## config.mk

```make
export PLATFORM = sky130hd
export DESIGN_NAME = finger_debounce
export DESIGN_NICKNAME = d
export VERILOG_FILES = /design/src/rtl/finger_debounce.sv
export SDC_FILE = /design/constraint.sdc
export NUM_CORES = 1
export LEC_CHECK = 0
export BUFFER_PORTS_ARGS = -buffer_cell sky130_fd_sc_hd__buf_2
export CORE_MARGIN = 1
export CORE_UTILIZATION = 47
export DETAILED_ROUTE_END_ITERATION = 10
export GPL_ROUTABILITY_DRIVEN = 0
export PLACE_DENSITY = 0.7
export SLEW_MARGIN = 30
export SYNTH_ARGS = -nofsm -noshare
export SYNTH_HDL_FRONTEND = slang
export SYNTH_SLANG_ARGS = --single-unit
```

## constraint.sdc

```tcl
create_clock -name clk -period 5.2 [get_ports clk]
set_clock_uncertainty 0.2 [all_clocks]
set_input_delay 0.52 -clock clk [delete_from_list [all_inputs] [get_ports clk]]
set_output_delay 0.52 -clock clk [all_outputs]
set_load 0.02 [all_outputs]
```

## src/rtl/finger_debounce.sv

```systemverilog
// ============================================================================
//  Module      : finger_debounce
//  Description : Synchronises and debounces five flex-sensor finger flags and
//                flags when the hand pose has been steady long enough to use.
//  Revision    : 1.0 - initial release
// ============================================================================
`default_nettype none

module finger_debounce #(
    parameter int unsigned CNT_W         = 20,
    parameter int unsigned DB_CYCLES     = 50000,
    parameter int unsigned SETTLE_CYCLES = 250000
) (
    input  logic clk,
    input  logic rst,
    input  logic thumb_raw,
    input  logic index_raw,
    input  logic middle_raw,
    input  logic ring_raw,
    input  logic pinky_raw,
    output logic thumb_status,
    output logic index_status,
    output logic middle_status,
    output logic ring_status,
    output logic pinky_status,
    output logic status_change,
    output logic gesture_stable
);

    localparam int unsigned           c_NUM_FINGERS = 5;
    localparam logic [CNT_W-1:0]      c_DB_LAST     = CNT_W'(DB_CYCLES - 1);
    localparam logic [CNT_W-1:0]      c_SETTLE_LAST = CNT_W'(SETTLE_CYCLES - 1);

    typedef enum logic [0:0] {
        ST_SETTLING = 1'b0,
        ST_STABLE   = 1'b1
    } state_t;

    logic [c_NUM_FINGERS-1:0] w_raw;
    logic [c_NUM_FINGERS-1:0] r_sync1;
    logic [c_NUM_FINGERS-1:0] r_sync2;
    logic [c_NUM_FINGERS-1:0] w_status;
    logic [c_NUM_FINGERS-1:0] w_upd;
    logic                     w_any_upd;
    logic                     r_status_change;
    state_t                   r_state;
    state_t                   w_state_nxt;
    logic [CNT_W-1:0]         r_settle_cnt;
    logic [CNT_W-1:0]         w_settle_nxt;

    assign w_raw = {pinky_raw, ring_raw, middle_raw, index_raw, thumb_raw};

    always_ff @(posedge clk or negedge rst) begin
        if (!rst) begin
            r_sync1 <= '0;
            r_sync2 <= '0;
        end else begin
            r_sync1 <= w_raw;
            r_sync2 <= r_sync1;
        end
    end

    // One consecutive-sample counter per finger; any agreeing sample restarts it.
    for (genvar g = 0; g < c_NUM_FINGERS; g++) begin : g_finger
        logic [CNT_W-1:0] r_cnt;
        logic             r_status;
        logic             w_differ;

        assign w_differ    = (r_sync2[g] != r_status);
        assign w_upd[g]    = w_differ && (r_cnt == c_DB_LAST);
        assign w_status[g] = r_status;

        always_ff @(posedge clk or negedge rst) begin
            if (!rst) begin
                r_cnt    <= '0;
                r_status <= 1'b0;
            end else if (!w_differ) begin
                r_cnt    <= '0;
            end else if (r_cnt == c_DB_LAST) begin
                r_status <= r_sync2[g];
                r_cnt    <= '0;
            end else begin
                r_cnt    <= r_cnt + 1'b1;
            end
        end
    end

    assign w_any_upd = |w_upd;

    always_ff @(posedge clk or negedge rst) begin
        if (!rst) begin
            r_state         <= ST_SETTLING;
            r_settle_cnt    <= '0;
            r_status_change <= 1'b0;
        end else begin
            r_state         <= w_state_nxt;
            r_settle_cnt    <= w_settle_nxt;
            r_status_change <= w_any_upd;
        end
    end

    // The settle count holds at its terminal value once STABLE is reached.
    always_comb begin
        w_state_nxt  = r_state;
        w_settle_nxt = r_settle_cnt;
        case (r_state)
            ST_SETTLING: begin
                if (w_any_upd) begin
                    w_settle_nxt = '0;
                end else if (r_settle_cnt == c_SETTLE_LAST) begin
                    w_state_nxt  = ST_STABLE;
                end else begin
                    w_settle_nxt = r_settle_cnt + 1'b1;
                end
            end
            ST_STABLE: begin
                if (w_any_upd) begin
                    w_state_nxt  = ST_SETTLING;
                    w_settle_nxt = '0;
                end
            end
            default: begin
                w_state_nxt  = ST_SETTLING;
                w_settle_nxt = '0;
            end
        endcase
    end

    assign thumb_status   = w_status[0];
    assign index_status   = w_status[1];
    assign middle_status  = w_status[2];
    assign ring_status    = w_status[3];
    assign pinky_status   = w_status[4];
    assign status_change  = r_status_change;
    assign gesture_stable = (r_state == ST_STABLE);

endmodule

`default_nettype wire

```

Word level (Yosys, flattened, before mapping)
Index checks and enable logic that the tools add are counted.
- output and inout bits: 7
- input port bits: 7
- logic and storage cells: 65
- flip-flop bits (word level): 137
- equality and inequality tests: 13
- reduce and logical (&&, ||, !) cells: 12
- bitwise operators: 1
- mux-type cells: 18
- add/subtract/negate cells: 6
- operators by type and width (operator ; count):
    20-bit two-way mux ; 13
    20-bit by 1-bit adder with 20-bit output, second input constant ; 6
    20-bit by 16-bit equality test with 1-bit output, second input constant ; 5
    20-bit case mux with 2 select lines ; 1
    20-bit by 18-bit equality test with 1-bit output, second input constant ; 1
    2-bit AND reduction ; 6
    1-bit logical AND ; 5
    1-bit inequality test ; 5
    5-bit OR reduction ; 1
    1-bit two-way mux ; 3
    3-bit inequality test, second input constant ; 1
    2-bit inequality test, second input constant ; 1
    1-bit case mux with 2 select lines ; 1
    1-bit inverter ; 1

Depth between registers and ports, before layout
- depth after elaboration: 5
- depth in mapped cells: 9
- gate-level depth less buffers: 6

Worst setup path before layout
No wires, ideal clock.
- path kind: register to register
- from: register g_finger[1].r_cnt[13]
- to: register g_finger[1].r_cnt[12]
- setup time: 119 ps
- path buffers: 2
- clock period less this slack: 2193 ps
- slack: 3007 ps
- arrival time: 1874 ps
- stages on the path, launching flop included: 7
- required time: 4881 ps
- cells stage by stage: dfrtp_1 -> or4_1 -> nor4_2 -> or2_1 -> buf_2 -> buf_4 -> nor2_1
- longest elaborated chain between the ends: 3
- RTL lines (element ; line ; RTL):
    start, declared ; 65 ; logic [CNT_W-1:0] r_cnt;
    start signal, assigned ; 83 ; r_cnt <= r_cnt + 1'b1;
    20-bit by 16-bit equality test with 1-bit output ; 79 ; end else if (r_cnt == c_DB_LAST) begin
    20-bit two-way mux ; 79 ;
    20-bit two-way mux ; 77 ; end else if (!w_differ) begin
Every way passes these cells.
A chain may end at the register's enable or synchronous reset.

Worst setup path after layout
- from: register g_finger[0].r_cnt[17]
- to: register r_settle_cnt[0]
- longest elaborated chain between the ends: 5
- elaborated cells between the ends (all ways): 8
- those cells by class: eq/ne (3); mux (2); reduce/logical (3)
- RTL lines (element ; line ; RTL):
    start, declared ; 65 ;
    start signal, assigned ; 83 ;
    20-bit by 16-bit equality test with 1-bit output (*) ; 70 ; assign w_upd[g] = w_differ && (r_cnt == c_DB_LAST);
    1-bit logical AND (*) ; 70 ;
    5-bit OR reduction (*) ; 88 ; assign w_any_upd = |w_upd;
    20-bit two-way mux, or another cell as far along ; 108 ; if (w_any_upd) begin
    20-bit case mux with 2 select lines / 2-bit AND reduction (equally long branches) ; - ;
    end signal, assigned ; 97 ; r_settle_cnt <= w_settle_nxt;
    end, declared ; 48 ; logic [CNT_W-1:0] r_settle_cnt;
Every way passes the cells marked *; elsewhere a longest branch is shown, timed or not.

==> impl_metrics.yaml <==
synthesis:
  synth.area.mux_share_pct: 1.02
  synth_top_family_by_area: "simple AND/OR/NAND/NOR gates"
  synth_top_cells_by_count: "dfrtp_1 (137), nor2_1 (130), xnor2_1 (66), xor2_1 (47), nor3_1 (39)"
  ys_seq_area_share_pct: 52.9
  synthTopCellsByArea: "dfrtp_1 (53%), xnor2_1 (8.9%), nor2_1 (7.5%)"
  yosys.area_share.simple_pct: 26.1
  synth_cell_types: 39
  synth_compound_area_share_pct: 1.20
  yosysTopAreaCell: "dfrtp_1"
  ys_ff_latch: 137
  synth-xor-area-share_pct: 15.3
  synth_fa_ha_area_share_pct: 1.16
  yosys_warnings: 0
  async_flop_share_pct: 100
  synth_flop_cell: "dfrtp_1"
  syn_inst: 645
  post-synth-top-count-cell: "dfrtp_1"
  synth_edf_count: 0
  synth_nets: 658
  netlist_area_sq_um: 6490
  netlist.area_leader.share_pct: 52.9
  synth_area_per_cell_sq_um: 10.1
route:
  routedWlPerCell_um: 13.8
  drtIter0Drc: 284
  ant_nets: 0
  first_pass_iters: 4
  drc: 0
  vias_per_cell: 5.37
  routed_wl_mm: 11.8
  route.vias.total: 4595
clocking:
  post_cts_buffers: 0
  htree_levels: 4
  cts_inserted_buffers: 17
  cts_root_buffer: "clkbuf_16"
  cts_tree: "built"
  cts_buffer_depth: 2
  cts_resized: 0
  holdBufCountCts: 6
  clock_sinks: 137
  path_clk_slew_ns: 0.06
  clk_latency_ns: 0.42
timing:
  tightest_slew_ns: 0.791
  post-route-period-util_pct: 51.7
  rsz0062_at_grt: "no"
  period_needed_ns: 2.69
  slew_headroom_pct: 47.2
  hold_viol: 0
  drv_slew: 0
  whs_ns: 0.149
  setup_viol: 0
  finalSetupTns_ns: 0
  fmax_ghz: 0.372
place:
  dpl.hpwl_mm: 7.75
  io_buffers: 13
  dpl.cell_count: 818
floorplanning:
  coreArea_sq_um: 13300
  ios: 14
  die_h_um: 119
  start_util_pct: 48.6
  rows: 42
  dieArea_sq_um: 14300
  die_w_um: 119
final_layout:
  layout-drive-gt1-share_pct: 8.53
  fin_cells: 856
  fillers: 1124
  area_delta_synth_final_pct: 13.4
  antenna_cells: 0
  nNetsFinal: 680
  final_core_util_pct: 55.1
setup_path:
  endpoint_kind: "flip-flop"
  critical_path_arrival_ns: 2.75
  crit_type: "reg2reg"
  reg2reg_to: "r_settle_cnt[0]"
  rrSetupSlack_ns: 2.51
  crit_required_ns: 5.26
  r2r_cells: 5
  worstPathMaxFanout: 22
  start_kind: "flip-flop"
  r2r_start: "g_finger[0].r_cnt[17]"
global_routing:
  grt_max_degree: 77
  grt_pass1_wl_mm: 21.4
  grt_pass1_vias: 4639
  overflow: 0
  grt_usage_pct: 18.8
  antenna_found_initial: 0
power:
  vdd_drop_max_mv: 0.162
  total_power_mw: 2.38
  p_comb_share_pct: 2.5
  p_int_mw: 1.87
  p_leak_nw: 3.16
  switching_share_pct: 21.5
  clock_power_share_pct: 51.8
  power_frac_seq_pct: 45.8
  power_density_nw_per_um2: 324
  netSwitchingPower_mw: 0.512
worst_hold_path:
  hp-start: "r_sync1[3]"
  worst_hold_path.num_cells: 0
  hold_end: "r_sync2[3]"
  hold_class: "reg2reg"
status:
  run_status: "finished, final reports clean"
flow_run:
  maxCapViolations: 0
[cell usage in the layout, fill, tap and decap left out, types with 4 or more instances in the layout]
cell type      instances
and2_1                 4
and3_1                17
and4_1                 9
buf_2                 12
clkbuf_16             17
clkinv_4               4
dfrtp_1              137
dlygate4sd3_1          6
ha_1                   6
inv_1                 15
mux2_2                 5
nand2_1               37
nand3_1               36
nand4_1               30
nor2_1               130
nor3_1                39
nor4_1                17
or2_2                  4
xnor2_1               66
xor2_1                47
[through the flow]
| stage | instance area [sq um] | worst slack [ns] |
|---|---|---|
| 2_1_floorplan | 6490 | 3.01 |
| 3_3_place_gp | 6680 | 2.68 |
| 3_5_place_dp | 6680 | 2.55 |
| 4_1_cts | 7360 | 2.52 |
| 5_1_grt | 7360 | 2.28 |
| 6_report | 7360 | 2.51 |
[worst max path at each step]
stage	startpoint	to	slack, ns
final	g_finger[0].r_cnt[17]	r_settle_cnt[0]	2.51
after floorplan	g_finger[1].r_cnt[13]	g_finger[1].r_cnt[12]	3.01
after global routing	g_finger[0].r_cnt[17]	r_settle_cnt[3]	2.28
after detailed placement	g_finger[0].r_cnt[17]	r_settle_cnt[9]	2.55
after global placement	g_finger[0].r_cnt[17]	status_change	2.68
after CTS	g_finger[0].r_cnt[17]	r_settle_cnt[9]	2.52
[power groups by stage]
stage / Combinational (mW) / Clock [mW] / Sequential [mW]
global placement: 0.0555 / 0 / 1.11
floorplan: 0.0307 / 0 / 1.11
global route: 0.0704 / 1.30 / 1.09
finish: 0.0587 / 1.23 / 1.09
CTS: 0.0617 / 1.25 / 1.09
detailed placement: 0.0581 / 0 / 1.11
[area by class of cell]
class	instances	area (sq um)	area share, %
inverters	15	56.3	0.765
flip-flops and latches	137	3430	46.6
clock buffers	19	443	6.02
clock inverters	13	169	2.30
multi-input cells	476	2900	39.4
repair buffers	20	139	1.89
well taps	176	220	2.99
[cells by family after synthesis]
logic type / Yosys count
mux: 6
simple gates: 342
compound gates: 9
fa+ha+maj: 6
buf+inv: 32
flops: 137
xor+xnor: 113
[sequential cells by signal, summed over array words and instances (netlist names)]
register	count
g_finger.r_cnt	100
r_settle_cnt	20
r_sync1	5
r_sync2	5
gesture_stable	1
index_status	1
middle_status	1
pinky_status	1
ring_status	1
status_change	1
thumb_status	1
[metal layers]
| layer | up-vias | part of all wire, % | global-route usage (%) |
|---|---|---|---|
| met3 | 22 | 2.7 | 4.45 |
| met1 | 2262 | 47 | 24.1 |
| met2 | 70 | 48 | 29.8 |
| met5 | - | 0 | 0 |
| li1 | 2241 | - | - |
| met4 | 0 | 2.2 | 9.61 |
[worst max-delay path, stage by stage, from the launching register on]
cell,delay (ns)
dfrtp_1,0.42
nor4b_1,0.41
nand3_1,0.13
nor4_1,0.47
a221o_1,0.75
nor3_1,0.15
Power figures use the tool's default switching activity.
